## src/rtl/fp_norm_stage_pkg.sv

```systemverilog
// ============================================================================
//  Module   : fp_norm_stage_pkg
//  Purpose  : Shared widths and state encoding for the post-add normalizer.
//  Revision : 1.0 - initial release
// ============================================================================
`default_nettype none

package fp_norm_stage_pkg;

    localparam int WIDTH_DEF  = 16;
    localparam int EXP_W_DEF  = 5;
    localparam int MANT_W_DEF = 11;

    // IDLE accepts, SHIFT walks to the leading one, ROUND forms the result,
    // HOLD presents it until the consumer takes it.
    typedef enum logic [1:0] {
        S_IDLE  = 2'd0,
        S_SHIFT = 2'd1,
        S_ROUND = 2'd2,
        S_HOLD  = 2'd3
    } state_t;

endpackage : fp_norm_stage_pkg

`default_nettype wire

```

## src/rtl/fp_round_rne.sv

```systemverilog
// ============================================================================
//  Module   : fp_round_rne
//  Purpose  : Combinational round-to-nearest-even of a normalized magnitude
//             to MANT_W bits, with exponent bump and overflow detection.
//  Revision : 1.0 - initial release
// ============================================================================
`default_nettype none

module fp_round_rne
    import fp_norm_stage_pkg::*;
#(
    parameter int WIDTH  = WIDTH_DEF,
    parameter int EXP_W  = EXP_W_DEF,
    parameter int MANT_W = MANT_W_DEF
) (
    input  logic [WIDTH-1:0]  mag_i,
    input  logic              sticky_i,
    input  logic [EXP_W-1:0]  exp_i,
    output logic [MANT_W-1:0] mant_o,
    output logic [EXP_W-1:0]  exp_o,
    output logic              ovf_o
);

    localparam logic [EXP_W-1:0]  EXP_MAX  = '1;
    localparam logic [MANT_W-1:0] MANT_ONE = MANT_W'(1) << (MANT_W - 1);

    logic [MANT_W-1:0] mant_t;
    logic              guard;
    logic              sticky;
    logic              inc;
    logic [MANT_W:0]   sum;
    logic [EXP_W-1:0]  exp_inc;

    assign mant_t  = mag_i[WIDTH-1 -: MANT_W];
    assign guard   = mag_i[WIDTH-MANT_W-1];
    assign sticky  = (|mag_i[WIDTH-MANT_W-2:0]) | sticky_i;
    assign inc     = guard & (sticky | mant_t[0]);
    assign sum     = {1'b0, mant_t} + {{MANT_W{1'b0}}, inc};
    assign exp_inc = exp_i + 1'b1;

    // Select rounded mantissa; a carry out of the mantissa renormalizes by one.
    always_comb begin
        mant_o = sum[MANT_W-1:0];
        exp_o  = exp_i;
        ovf_o  = 1'b0;
        if (exp_i == EXP_MAX) begin
            mant_o = '0;
            ovf_o  = 1'b1;
        end else if (sum[MANT_W]) begin
            exp_o  = exp_inc;
            mant_o = MANT_ONE;
            if (exp_inc == EXP_MAX) begin
                mant_o = '0;
                ovf_o  = 1'b1;
            end
        end
    end

endmodule : fp_round_rne

`default_nettype wire

```

## src/rtl/fp_norm_stage.sv

```systemverilog
// ============================================================================
//  Module   : fp_norm_stage
//  Purpose  : Post-add normalizer. Shifts the add/sub magnitude left one bit
//             per clock to the leading one, adjusts the exponent, and
//             truncates (default) or rounds to MANT_W bits. Result is held on
//             a valid/ready handshake with zero/overflow/underflow flags.
//  Options  : ROUND_NEAREST_EN - round-to-nearest-even instead of truncation
//  Revision : 1.0 - initial release
// ============================================================================
`default_nettype none

module fp_norm_stage
    import fp_norm_stage_pkg::*;
#(
    parameter int WIDTH  = WIDTH_DEF,
    parameter int EXP_W  = EXP_W_DEF,
    parameter int MANT_W = MANT_W_DEF
) (
    input  logic              clk,
    input  logic              rst,
    input  logic              in_valid,
    output logic              in_ready,
    input  logic [WIDTH-1:0]  in_mag,
    input  logic              in_carry,
    input  logic              in_neg,
    input  logic [EXP_W-1:0]  in_exp,
    output logic              out_valid,
    input  logic              out_ready,
    output logic              out_sign,
    output logic [EXP_W-1:0]  out_exp,
    output logic [MANT_W-1:0] out_mant,
    output logic              out_zero,
    output logic              out_ovf,
    output logic              out_unf
);

    localparam logic [EXP_W-1:0] EXP_MAX = '1;

    state_t            state_q, state_d;
    logic [WIDTH-1:0]  mag_q,   mag_d;
    logic [EXP_W-1:0]  exp_q,   exp_d;
    logic              sign_q,  sign_d;
    logic [EXP_W-1:0]  oexp_q,  oexp_d;
    logic [MANT_W-1:0] mant_q,  mant_d;
    logic              zero_q,  zero_d;
    logic              ovf_q,   ovf_d;
    logic              unf_q,   unf_d;

`ifdef ROUND_NEAREST_EN
    logic              sticky_q, sticky_d;
    logic [MANT_W-1:0] rnd_mant;
    logic [EXP_W-1:0]  rnd_exp;
    logic              rnd_ovf;

    fp_round_rne #(
        .WIDTH  (WIDTH),
        .EXP_W  (EXP_W),
        .MANT_W (MANT_W)
    ) u_round (
        .mag_i    (mag_q),
        .sticky_i (sticky_q),
        .exp_i    (exp_q),
        .mant_o   (rnd_mant),
        .exp_o    (rnd_exp),
        .ovf_o    (rnd_ovf)
    );
`endif

    assign in_ready  = (state_q == S_IDLE);
    assign out_valid = (state_q == S_HOLD);
    assign out_sign  = sign_q;
    assign out_exp   = oexp_q;
    assign out_mant  = mant_q;
    assign out_zero  = zero_q;
    assign out_ovf   = ovf_q;
    assign out_unf   = unf_q;

    // Next-state and datapath update for the accept/shift/round/hold sequence.
    always_comb begin
        state_d = state_q;
        mag_d   = mag_q;
        exp_d   = exp_q;
        sign_d  = sign_q;
        oexp_d  = oexp_q;
        mant_d  = mant_q;
        zero_d  = zero_q;
        ovf_d   = ovf_q;
        unf_d   = unf_q;
`ifdef ROUND_NEAREST_EN
        sticky_d = sticky_q;
`endif
        case (state_q)
            S_IDLE: begin
                if (in_valid) begin
                    sign_d = in_neg;
                    zero_d = 1'b0;
                    ovf_d  = 1'b0;
                    unf_d  = 1'b0;
                    if (in_carry) begin
                        // Carry-out: right-shift once; saturate so a full
                        // exponent never wraps and still reports overflow.
                        mag_d = {1'b1, in_mag[WIDTH-1:1]};
                        exp_d = (in_exp == EXP_MAX) ? EXP_MAX : in_exp + 1'b1;
`ifdef ROUND_NEAREST_EN
                        sticky_d = in_mag[0];
`endif
                        state_d = S_ROUND;
                    end else if (in_mag == '0) begin
                        zero_d  = 1'b1;
                        oexp_d  = '0;
                        mant_d  = '0;
                        state_d = S_HOLD;
                    end else begin
                        mag_d = in_mag;
                        exp_d = in_exp;
`ifdef ROUND_NEAREST_EN
                        sticky_d = 1'b0;
`endif
                        state_d = S_SHIFT;
                    end
                end
            end
            S_SHIFT: begin
                if (mag_q[WIDTH-1] || (exp_q == '0)) begin
                    unf_d   = ~mag_q[WIDTH-1];
                    state_d = S_ROUND;
                end else begin
                    mag_d = mag_q << 1;
                    exp_d = exp_q - 1'b1;
                end
            end
            S_ROUND: begin
`ifdef ROUND_NEAREST_EN
                mant_d = rnd_mant;
                oexp_d = rnd_exp;
                ovf_d  = rnd_ovf;
`else
                oexp_d = exp_q;
                if (exp_q == EXP_MAX) begin
                    mant_d = '0;
                    ovf_d  = 1'b1;
                end else begin
                    mant_d = mag_q[WIDTH-1 -: MANT_W];
                end
`endif
                state_d = S_HOLD;
            end
            S_HOLD: begin
                if (out_ready) begin
                    state_d = S_IDLE;
                end
            end
            default: state_d = S_IDLE;
        endcase
    end

    // State and datapath registers; reset aborts any operand in flight.
    always_ff @(posedge clk or posedge rst) begin
        if (rst) begin
            state_q <= S_IDLE;
            mag_q   <= '0;
            exp_q   <= '0;
            sign_q  <= 1'b0;
            oexp_q  <= '0;
            mant_q  <= '0;
            zero_q  <= 1'b0;
            ovf_q   <= 1'b0;
            unf_q   <= 1'b0;
`ifdef ROUND_NEAREST_EN
            sticky_q <= 1'b0;
`endif
        end else begin
            state_q <= state_d;
            mag_q   <= mag_d;
            exp_q   <= exp_d;
            sign_q  <= sign_d;
            oexp_q  <= oexp_d;
            mant_q  <= mant_d;
            zero_q  <= zero_d;
            ovf_q   <= ovf_d;
            unf_q   <= unf_d;
`ifdef ROUND_NEAREST_EN
            sticky_q <= sticky_d;
`endif
        end
    end

endmodule : fp_norm_stage

`default_nettype wire

```

## config.mk

```make
export PLATFORM = sky130hd
export DESIGN_NAME = fp_norm_stage
export DESIGN_NICKNAME = d
export VERILOG_FILES = /design/src/rtl/fp_norm_stage_pkg.sv /design/src/rtl/fp_round_rne.sv /design/src/rtl/fp_norm_stage.sv
export SDC_FILE = /design/constraint.sdc
export NUM_CORES = 1
export LEC_CHECK = 0
export BUFFER_PORTS_ARGS = -buffer_cell sky130_fd_sc_hd__buf_2
export CORE_AREA = 2 2 68 70
export DETAILED_ROUTE_END_ITERATION = 12
export DIE_AREA = 0 0 70 72
export MAX_ROUTING_LAYER = met4
export PLACE_DENSITY = 0.8
export SLEW_MARGIN = 20
export SYNTH_ARGS = -nofsm -noshare
export SYNTH_HDL_FRONTEND = slang
export SYNTH_HIERARCHICAL = 1
export SYNTH_SLANG_ARGS = --single-unit
```

## constraint.sdc

```tcl
create_clock -name clk -period 3.57 [get_ports clk]
set_input_delay 0.714 -clock clk [delete_from_list [all_inputs] [get_ports clk]]
set_output_delay 0.714 -clock clk [all_outputs]
set_load 0.01 [all_outputs]
```

==> results of run 1 <==
cell usage after synthesis:
cell / n
a21o_1: 2
a21oi_1: 24
a21oi_4: 1
a221oi_1: 2
a22o_1: 7
a31oi_1: 1
a32o_1: 1
a32oi_1: 1
a41oi_1: 1
and4_1: 1
buf_1: 1
buf_2: 5
buf_6: 1
clkbuf_1: 9
dfrtp_1: 43
ha_1: 7
inv_1: 12
mux2_2: 1
mux2i_1: 16
nand2_1: 42
nand2b_1: 4
nand3_1: 1
nand3b_1: 1
nand4_1: 2
nor2_1: 22
nor2b_1: 1
nor4_1: 4
nor4b_2: 1
o211ai_2: 1
o21ai_0: 19
o21ai_1: 10
o221ai_1: 1
o22a_1: 2
o22ai_1: 1
o31a_1: 1
o31ai_1: 2
o41a_1: 1
or3_1: 1
or4_4: 2
xnor2_1: 1
xor2_1: 2
worst paths after layout:
path                                              start                      end  slack (ns)  cells after the start
worst max register to register   state_q[1]$_DFFE_PP0P_   out_exp[3]$_DFFE_PP0P_        1.23                      5
worst min-delay path            out_mant[2]$_DFFE_PP0P_  out_mant[2]$_DFFE_PP0P_        0.48                      2
worst min register to register  out_mant[2]$_DFFE_PP0P_  out_mant[2]$_DFFE_PP0P_        0.48                      2
worst max-delay path                          in_mag[0]   out_exp[3]$_DFFE_PP0P_        1.20                      5
max in group asynchronous                           rst     mag_q[8]$_DFFE_PP0P_        2.66                      3
min in group asynchronous                           rst     exp_q[3]$_DFFE_PP0P_        0.54                      3
stage by stage:
step	util, %	cells	worst slack (ns)	hold WS [ns]	instance area, sq um
floorplan	-	258	1.41	0.449	2340
global placement	60.9	345	0.947	0.464	2600
detailed placement	60.9	345	0.905	0.473	2600
CTS	62.9	353	1.21	0.491	2680
global route	62.9	353	1.02	0.526	2680
finish	62.9	353	1.20	0.483	2680
layout make-up:
class                   instances  area, sq um
repair buffers                 51          263
clock inverters                 2         12.5
inverters                      12         45.0
well taps                      52         65.1
flip-flops and latches         43         1080
clock buffers                   6         72.6
fillers                       368         1580
multi-input cells             187         1150
metal layers:
| metal | vias up | wire (microns) | GRT usage, % |
|---|---|---|---|
| met3 | 6 | 188 | 3.89 |
| met5 | - | 0 | - |
| met1 | 900 | 2270 | 29.2 |
| met4 | 0 | 63 | 7.91 |
| met2 | 43 | 2220 | 32.2 |
| li1 | 990 | - | - |
cells by family after synthesis:
| logic type | after synthesis | share of synthesized area (%) |
|---|---|---|
| AO/OA/AOI/OAI | 78 | 20.9 |
| AND/OR/NAND/NOR | 82 | 16.0 |
| flip-flops | 43 | 45.9 |
| buffers and inverters | 28 | 5.07 |
| multiplexers | 17 | 7.31 |
| adder cells (fa/ha/maj) | 7 | 3.74 |
| XOR/XNOR | 3 | 1.12 |
power by group through the flow:
stage	sequential (W)	clock (W)	combinational, W
finish	0.000836	0.000303	0.000925
global route	0.000867	0.000331	0.00107
CTS	0.000836	0.000306	0.000935
detailed placement	0.000846	0	0.000930
global placement	0.000839	0	0.000902
floorplan	0.000834	0	0.000705
sequential cells by signal (all words and copies together), names as in the netlist:
name / flops
out_ovf: 1
out_unf: 1
exp_q: 5
out_zero: 1
out_mant: 11
out_sign: 1
mag_q: 16
out_exp: 5
state_q: 2
critical path, delay by kind of cell:
kind	cells	cell delay, ns
compound gates	2	1.13
simple gates	2	0.60
buf+inv	1	0.11
==> flow_summary.json, run 1 <==
{
  "p_leak_nw": 1.31,
  "clkTransAtPathRegs_ns": 0.08,
  "finalSetupViolations": 0,
  "post_synth.cell_area_avg_sq_um": 9.08,
  "ir_drop_mv": 0.536,
  "critPathKind": "input pin to register",
  "numPortBuffers": 48,
  "required_ns": 3.76,
  "cts_tree": "done",
  "cts_setup_buffers": 0,
  "final_common_cell": "buf_2",
  "die_w_microns": 70,
  "track_usage_pct": 21.3,
  "power.net_switching_w": 0.000877,
  "critPathLaunchType": "input pin",
  "syn_inst": 258,
  "tightestPinTransition_ns": 0.919,
  "routed_wl_microns": 4740,
  "ys_warn_count": 6,
  "syn_area_sq_um": 2340,
  "post-route-drc-count": 0,
  "hold_viol": 0,
  "worstPathMaxFanout": 27,
  "slew-limit-headroom_pct": 38.7,
  "cts_made_buffers": 5,
  "grt_pass1_wl_microns": 8380,
  "critPathArrivalTime_ns": 2.56,
  "p_seq_share_pct": 40.5,
  "grt_remaining_overflow": 0,
  "status": "completed",
  "start_util_pct": 55.0,
  "power_frac_comb_pct": 44.8,
  "crit_chain": "buf_2 -> nor4_1 -> nand3_1 -> o41a_1 -> a22o_1",
  "cell_internal_pwr_w": 0.00119,
  "drt_pass1_iterations": 4,
  "synth_top_cell_by_area": "dfrtp_1",
  "area_delta_synth_final_pct": 14.5,
  "clock_sinks": 43,
  "synth_nets": 292,
  "maxCapViolations": 0,
  "viasPerCell": 5.49,
  "root_buffer": "clkbuf_8",
  "gp_congestion": 0.875,
  "netlist-cell-type-count": 41,
  "final_max_slew_viol_count": 0,
  "p_clk_share_pct": 14.7,
  "power.density_nw_per_um2": 770,
  "ctsLongestPathBuffers": 2,
  "cts_resized": 0,
  "min-delay-path-class": "register to register",
  "dr.first_iter.drc_count": 149,
  "finClkSkew_ns": 0.00637,
  "synth_top_area_share_pct": 45.9,
  "diodes": 0,
  "h-tree-depth": 2,
  "layout_common_cells": "48 x buf_2, 43 x dfrtp_1, 42 x nand2_1",
  "io_pins": 49,
  "die_h_microns": 72,
  "dpl.hpwl_microns": 3470,
  "rows": 24,
  "drive_above_1_share_pct": 21.3,
  "yosysSeqAreaShare_pct": 45.9,
  "setup_tns_ns": 0,
  "finalCritPeriodShare_pct": 66.4,
  "ctsHoldBuffers": 0,
  "wl_per_cell_microns": 13.4,
  "synth_seq_cells": 43,
  "min_period_ns": 2.37,
  "insertion_delay_ns": 0.30,
  "endpoint_kind": "register",
  "grt_max_degree": 44,
  "dieArea_sq_um": 5040,
  "antenna_found_initial": 0,
  "cpPeakStageDelay_ns": 0.77,
  "first_global_vias": 1852,
  "fmax_mhz": 422,
  "antenna_left": 0,
  "core_area_sq_um": 4260,
  "nets": 334,
  "dr_total_vias": 1939,
  "p_total_w": 0.00206,
  "rsz0062_at_grt": "false",
  "ys_top_cells_by_area": "dfrtp_1 46%, mux2i_1 6.8%, nand2_1 6.7%",
  "critPathSlowestCell": "o41a_1",
  "sw_frac_of_total_pct": 42.5
}
No activity file was read; power rests on OpenSTA's default activity.
==> run 2: changes to the inputs <==
--- a/config.mk
+++ b/config.mk
@@ -5,12 +5,13 @@
 export SDC_FILE = /design/constraint.sdc
 export NUM_CORES = 1
 export LEC_CHECK = 0
+export ABC_AREA = 1
 export BUFFER_PORTS_ARGS = -buffer_cell sky130_fd_sc_hd__buf_2
-export CORE_AREA = 2 2 68 70
+export CORE_AREA = 2 2 77 79
 export DETAILED_ROUTE_END_ITERATION = 12
-export DIE_AREA = 0 0 70 72
+export DIE_AREA = 0 0 79 81
 export MAX_ROUTING_LAYER = met4
-export PLACE_DENSITY = 0.8
+export PLACE_DENSITY = 0.74
 export SLEW_MARGIN = 20
 export SYNTH_ARGS = -nofsm -noshare
 export SYNTH_HDL_FRONTEND = slang
==> constraint.sdc (replaced) <==
create_clock -name clk -period 1.9 [get_ports clk]
set_input_delay 0.38 -clock clk [delete_from_list [all_inputs] [get_ports clk]]
set_output_delay 0.38 -clock clk [all_outputs]
set_load 0.01 [all_outputs]
==> flow_summary.json, run 2 <==
{
  "post-route-drc-count": 0,
  "grt_pass1_wl_microns": 10700,
  "final_max_slew_viol_count": 0,
  "cp_top_family": "simple AND/OR/NAND/NOR gates",
  "rr_startpoint": "state_q[0]$_DFFE_PP0P_",
  "largest_register_ffs": 16,
  "holdWs_ns": 0.201,
  "finalCritPeriodShare_pct": 89.7,
  "async_flop_share_pct": 100,
  "tightestPinTransition_ns": 0.529,
  "critPathSlowestCell": "dfrtp_1",
  "diodes": 0,
  "endpoint_kind": "register",
  "die_w_microns": 79,
  "crit_buf_inv": 2,
  "h-tree-depth": 2,
  "cts_setup_buffers": 0,
  "synth_edf_count": 0,
  "nets": 481,
  "min-delay-path-class": "input pin to asynchronous set/reset pin",
  "start_util_pct": 47.2,
  "synth.most_common_cell": "nand2_1",
  "gp_congestion": 0.869,
  "syn_area_sq_um": 2680,
  "layout_common_cells": "141 x nand2_1, 53 x nor2_1, 48 x buf_2",
  "netlist-cell-type-count": 21,
  "synth_common_cells": "141 x nand2_1, 53 x nor2_1, 43 x dfrtp_1, 40 x nand3_1, 39 x inv_1",
  "core_area_sq_um": 5680,
  "routed_wl_microns": 6120,
  "cts_tree": "done",
  "critPathLaunchType": "register",
  "numPortBuffers": 48,
  "syn_inst": 397,
  "track_usage_pct": 21.4,
  "final_util_pct": 55.9,
  "grt_max_degree": 44,
  "rows": 28,
  "crit_chain": "inv_1 -> ha_1 -> nand2_1 -> buf_4 -> nand2_1 -> nand4_1 -> nand2_1",
  "synth_nets": 431,
  "final_common_cell": "nand2_1",
  "fmax_mhz": 587,
  "antenna_left": 0,
  "reg2regPathDepth": 7,
  "synth_top_cell_by_area": "dfrtp_1",
  "dpl.hpwl_microns": 4470,
  "min_period_ns": 1.70,
  "clkTransAtPathRegs_ns": 0.09,
  "cts_made_buffers": 5,
  "p_leak_nw": 1.84,
  "p_total_w": 0.00502,
  "area_delta_synth_final_pct": 18.2,
  "r2r-end": "out_mant[1]$_DFFE_PP0P_",
  "critPathMostFrequentCell": "nand2_1",
  "dieArea_sq_um": 6400,
  "setup_tns_ns": 0,
  "finalSetupViolations": 0,
  "top_register": "mag_q",
  "worstSetupStartpoint": "state_q[0]$_DFFE_PP0P_",
  "worstPathMaxFanout": 17,
  "ir_drop_mv": 0.644,
  "maxCapViolations": 0,
  "status": "completed",
  "yosysSeqAreaShare_pct": 40.1,
  "worst_slack_ns": 0.196,
  "die_h_microns": 81,
  "dr.first_iter.drc_count": 141,
  "r2r_setup_slack_ns": 0.20,
  "clock_sinks": 43,
  "slew-limit-headroom_pct": 64.7,
  "post_synth.cell_area_avg_sq_um": 6.75,
  "synthFlopType": "dfrtp_1",
  "dr_total_vias": 2617,
  "critPathKind": "register to register",
  "ys_warn_count": 6,
  "synth_top_area_share_pct": 40.1,
  "ctsHoldBuffers": 0,
  "finClkSkew_ns": 0.00824,
  "first_global_vias": 2441,
  "viasPerCell": 5.00,
  "antenna_found_initial": 0,
  "cts_resized": 0,
  "drive_above_1_share_pct": 17.0,
  "post-place-ws_ns": 0.218,
  "insertion_delay_ns": 0.30,
  "required_ns": 2.15,
  "rsz0062_at_grt": "false",
  "root_buffer": "clkbuf_8",
  "cpPeakStageDelay_ns": 0.41,
  "grt_remaining_overflow": 0,
  "hold_viol": 0,
  "ctsLongestPathBuffers": 2,
  "wl_per_cell_microns": 11.7,
  "io_pins": 49,
  "critPathArrivalTime_ns": 1.95,
  "ys_top_cells_by_area": "dfrtp_1 40%, nand2_1 20%, nand3_1 7.5%",
  "synth_seq_cells": 43,
  "power.density_nw_per_um2": 1580,
  "drt_pass1_iterations": 4
}
run 2: cells by family (layout without fill, tap and decap cells):
kind of cell / count (synthesis) / in the layout / share of synthesized area (%)
simple gates: 257 / 257 / 40.2
buf+inv: 59 / 110 / 9.61
compound gates: 30 / 30 / 6.44
xor+xnor: 1 / 1 / 0.327
fa+ha+maj: 7 / 7 / 3.27
flops: 43 / 43 / 40.1
run 2: power breakdown:
part	switching [W]	internal (W)	total [W]
logic	0.00161	0.00104	0.00265
clock network	0.000343	0.000399	0.000741
registers	0.000285	0.00134	0.00163
total	0.00224	0.00278	0.00502
run 2: how the worst max path moves through the flow:
stage | cells past startpoint | slack (ns) | end
after floorplan | 9 | 0.22 | mag_q[15]$_DFFE_PP0P_
after detailed placement | 7 | 0.22 | out_mant[1]$_DFFE_PP0P_
after global placement | 7 | 0.29 | out_mant[1]$_DFFE_PP0P_
after CTS | 7 | 0.20 | out_mant[1]$_DFFE_PP0P_
after global routing | 9 | 0.03 | mag_q[0]$_DFFE_PP0P_
final | 7 | 0.20 | out_mant[1]$_DFFE_PP0P_
run 2: worst reg2reg max path, delay by kind of cell, from the launching register on:
kind	cells	cell delay, ns
AND/OR/NAND/NOR	4	0.75
flip-flops	1	0.41
adder cells (fa/ha/maj)	1	0.24
buffers and inverters	2	0.25
run 2: routing by layer:
layer | vias up | track usage (%) | wire (microns) | part of all wire [%]
met4 | 0 | 7.93 | 71 | 1.2
met3 | 8 | 2.33 | 212 | 3.5
met1 | 1195 | 27.0 | 2860 | 47
met2 | 51 | 35.9 | 2970 | 49
met5 | - | - | 0 | 0
li1 | 1363 | - | - | -
run 2: area by class of cell:
type / instances / area (sq um)
inverter: 39 / 146
sequential: 43 / 1080
tap: 75 / 93.8
clock inverter: 3 / 47.5
timing repair buffer: 63 / 390
multi-input combinational: 295 / 1350
fill: 585 / 2500
clock buffer: 5 / 68.8
run 2: through the flow:
step	cell area [sq um]	instances
global route	3170	523
CTS	3170	523
floorplan	2680	397
detailed placement	3050	515
global placement	3050	515
finish	3170	523
==> run 3: changes to the inputs <==
--- a/config.mk
+++ b/config.mk
@@ -12,6 +12,7 @@
 export DIE_AREA = 0 0 79 81
 export MAX_ROUTING_LAYER = met4
 export PLACE_DENSITY = 0.74
+export REMOVE_ABC_BUFFERS = 1
 export SLEW_MARGIN = 20
 export SYNTH_ARGS = -nofsm -noshare
 export SYNTH_HDL_FRONTEND = slang
==> flow_summary.json, run 3 (synthesis results as in run 2) <==
{
  "holdWs_ns": 0.199,
  "wl_per_cell_microns": 11.3,
  "critPathSlowestCell": "dfrtp_1",
  "power.density_nw_per_um2": 1540,
  "grt_max_degree": 44,
  "numPortBuffers": 48,
  "antenna_found_initial": 0,
  "dpl.hpwl_microns": 4270,
  "final_area_sq_um": 3100,
  "io_pins": 49,
  "crit_chain": "inv_1 -> ha_1 -> nand2_1 -> inv_1 -> a21oi_1 -> a21oi_2 -> nand2_1 -> buf_4 -> nand2_1 -> nand2_1",
  "status": "completed",
  "final_common_cell": "nand2_1",
  "h-tree-depth": 2,
  "start_util_pct": 47.2,
  "p_leak_nw": 1.79,
  "nets": 478,
  "post-route-drc-count": 0,
  "final_util_pct": 54.7,
  "min_period_ns": 1.74,
  "ctsHoldBuffers": 0,
  "routed_wl_microns": 5870,
  "ir_drop_mv": 0.536,
  "drive_above_1_share_pct": 16.4,
  "maxCapViolations": 0,
  "drt_pass1_iterations": 4,
  "min-delay-path-class": "input pin to asynchronous set/reset pin",
  "cts_tree": "done",
  "fillers": 580,
  "root_buffer": "clkbuf_8",
  "top_register": "mag_q",
  "rows": 28,
  "core_area_sq_um": 5680,
  "dieArea_sq_um": 6400,
  "crit_buf_inv": 3,
  "clkTransAtPathRegs_ns": 0.08,
  "ctsLongestPathBuffers": 2,
  "critPathMostFrequentCell": "nand2_1",
  "die_w_microns": 79,
  "track_usage_pct": 20.3,
  "worstPathMaxFanout": 11,
  "critPathArrivalTime_ns": 1.98,
  "antenna_left": 0,
  "area_delta_synth_final_pct": 15.7,
  "slew-limit-headroom_pct": 65.1,
  "dr_total_vias": 2574,
  "critPathKind": "register to register",
  "finClkSkew_ns": 0.00424,
  "critPathLaunchType": "register",
  "hold_viol": 0,
  "rsz0062_at_grt": "false",
  "first_global_vias": 2240,
  "diodes": 0,
  "tightestPinTransition_ns": 0.523,
  "dpl_cell_area_sq_um": 3010,
  "gp_congestion": 0.904,
  "p_total_w": 0.00479,
  "cpPeakStageDelay_ns": 0.39,
  "die_h_microns": 81,
  "cts_made_buffers": 5,
  "required_ns": 2.14,
  "seq_area_sq_um": 1080,
  "viasPerCell": 4.95,
  "dr.first_iter.drc_count": 143,
  "finalCritPeriodShare_pct": 91.3,
  "clock_sinks": 43,
  "largest_register_ffs": 16,
  "final_max_slew_viol_count": 0,
  "finalSetupViolations": 0,
  "insertion_delay_ns": 0.30,
  "grt_remaining_overflow": 0,
  "endpoint_kind": "register",
  "grt_pass1_wl_microns": 9910,
  "fmax_mhz": 576,
  "cp_top_family": "flip-flops",
  "multiInputGateArea_sq_um": 1350,
  "r2r_setup_slack_ns": 0.16,
  "layout_common_cells": "141 x nand2_1, 53 x nor2_1, 48 x buf_2"
}
==> run 3: changes by cell type in the layout (fill, tap and decap cells not counted), sizes merged <==
cell,before,now
buf,63,60
bufinv,1,0
clkinv,1,0
clkinvlp,0,2
==> run 3: cell type report <==
class / instances / share of cell area (%)
timing repair buffer: 60 / 11.2
clock inverter: 3 / 0.766
multi-input combinational: 295 / 43.4
tap: 75 / 3.02
clock buffer: 5 / 2.22
inverter: 39 / 4.72
sequential: 43 / 34.7
==> run 3: worst register-to-register path, stage by stage, from the launching register on <==
cell and delay, ns:
dfrtp_1 0.39, inv_1 0.08, ha_1 0.26, nand2_1 0.16, inv_1 0.07, a21oi_1 0.24, a21oi_2 0.08, nand2_1 0.09
buf_4 0.18, nand2_1 0.06, nand2_1 0.07
==> run 3: what timing repair did <==
action / CTS / global route
setup endpoints to repair: 0 / 2
gates resized for setup: 0 / 1
setup buffers: 0 / 0
==> run 3: final timing paths <==
check	start	end	depth (start not counted)
max in group asynchronous	rst	exp_q[1]$_DFFE_PP0P_	3
hold / removal	rst	out_exp[4]$_DFFE_PP0P_	3
setup / recovery	state_q[0]$_DFFE_PP0P_	exp_q[2]$_DFFE_PP0P_	10
setup reg to reg	state_q[0]$_DFFE_PP0P_	exp_q[2]$_DFFE_PP0P_	10
hold reg to reg	mag_q[14]$_DFFE_PP0P_	mag_q[14]$_DFFE_PP0P_	2
min in group clk	in_neg	out_sign$_DFFE_PP0P_	3
==> run 3: where the power goes <==
group / internal (W) / switching [W]
clock network: 0.000263 / 0.000341
registers: 0.00134 / 0.000302
logic: 0.000969 / 0.00157
==> run 3: per-layer routing <==
metal	up-vias	global-route usage [%]	part of all wire (%)	routed length (microns)
met1	1141	25.7	48	2790
met3	4	3.11	5.6	330
li1	1362	-	-	-
met5	-	-	0	0
met2	67	33.4	46	2690
met4	0	6.72	1.0	60
==> run 3: metrics by stage <==
| step | setup slack, ns | cells | setup TNS, ns |
|---|---|---|---|
| final | 0.165 | 520 | 0 |
| after global routing | 0.00428 | 520 | 0 |
| after CTS | 0.178 | 520 | 0 |
| after detailed placement | 0.189 | 512 | 0 |
| after global placement | 0.203 | 512 | 0 |
| after floorplan | -0.343 | 377 | -7.14 |
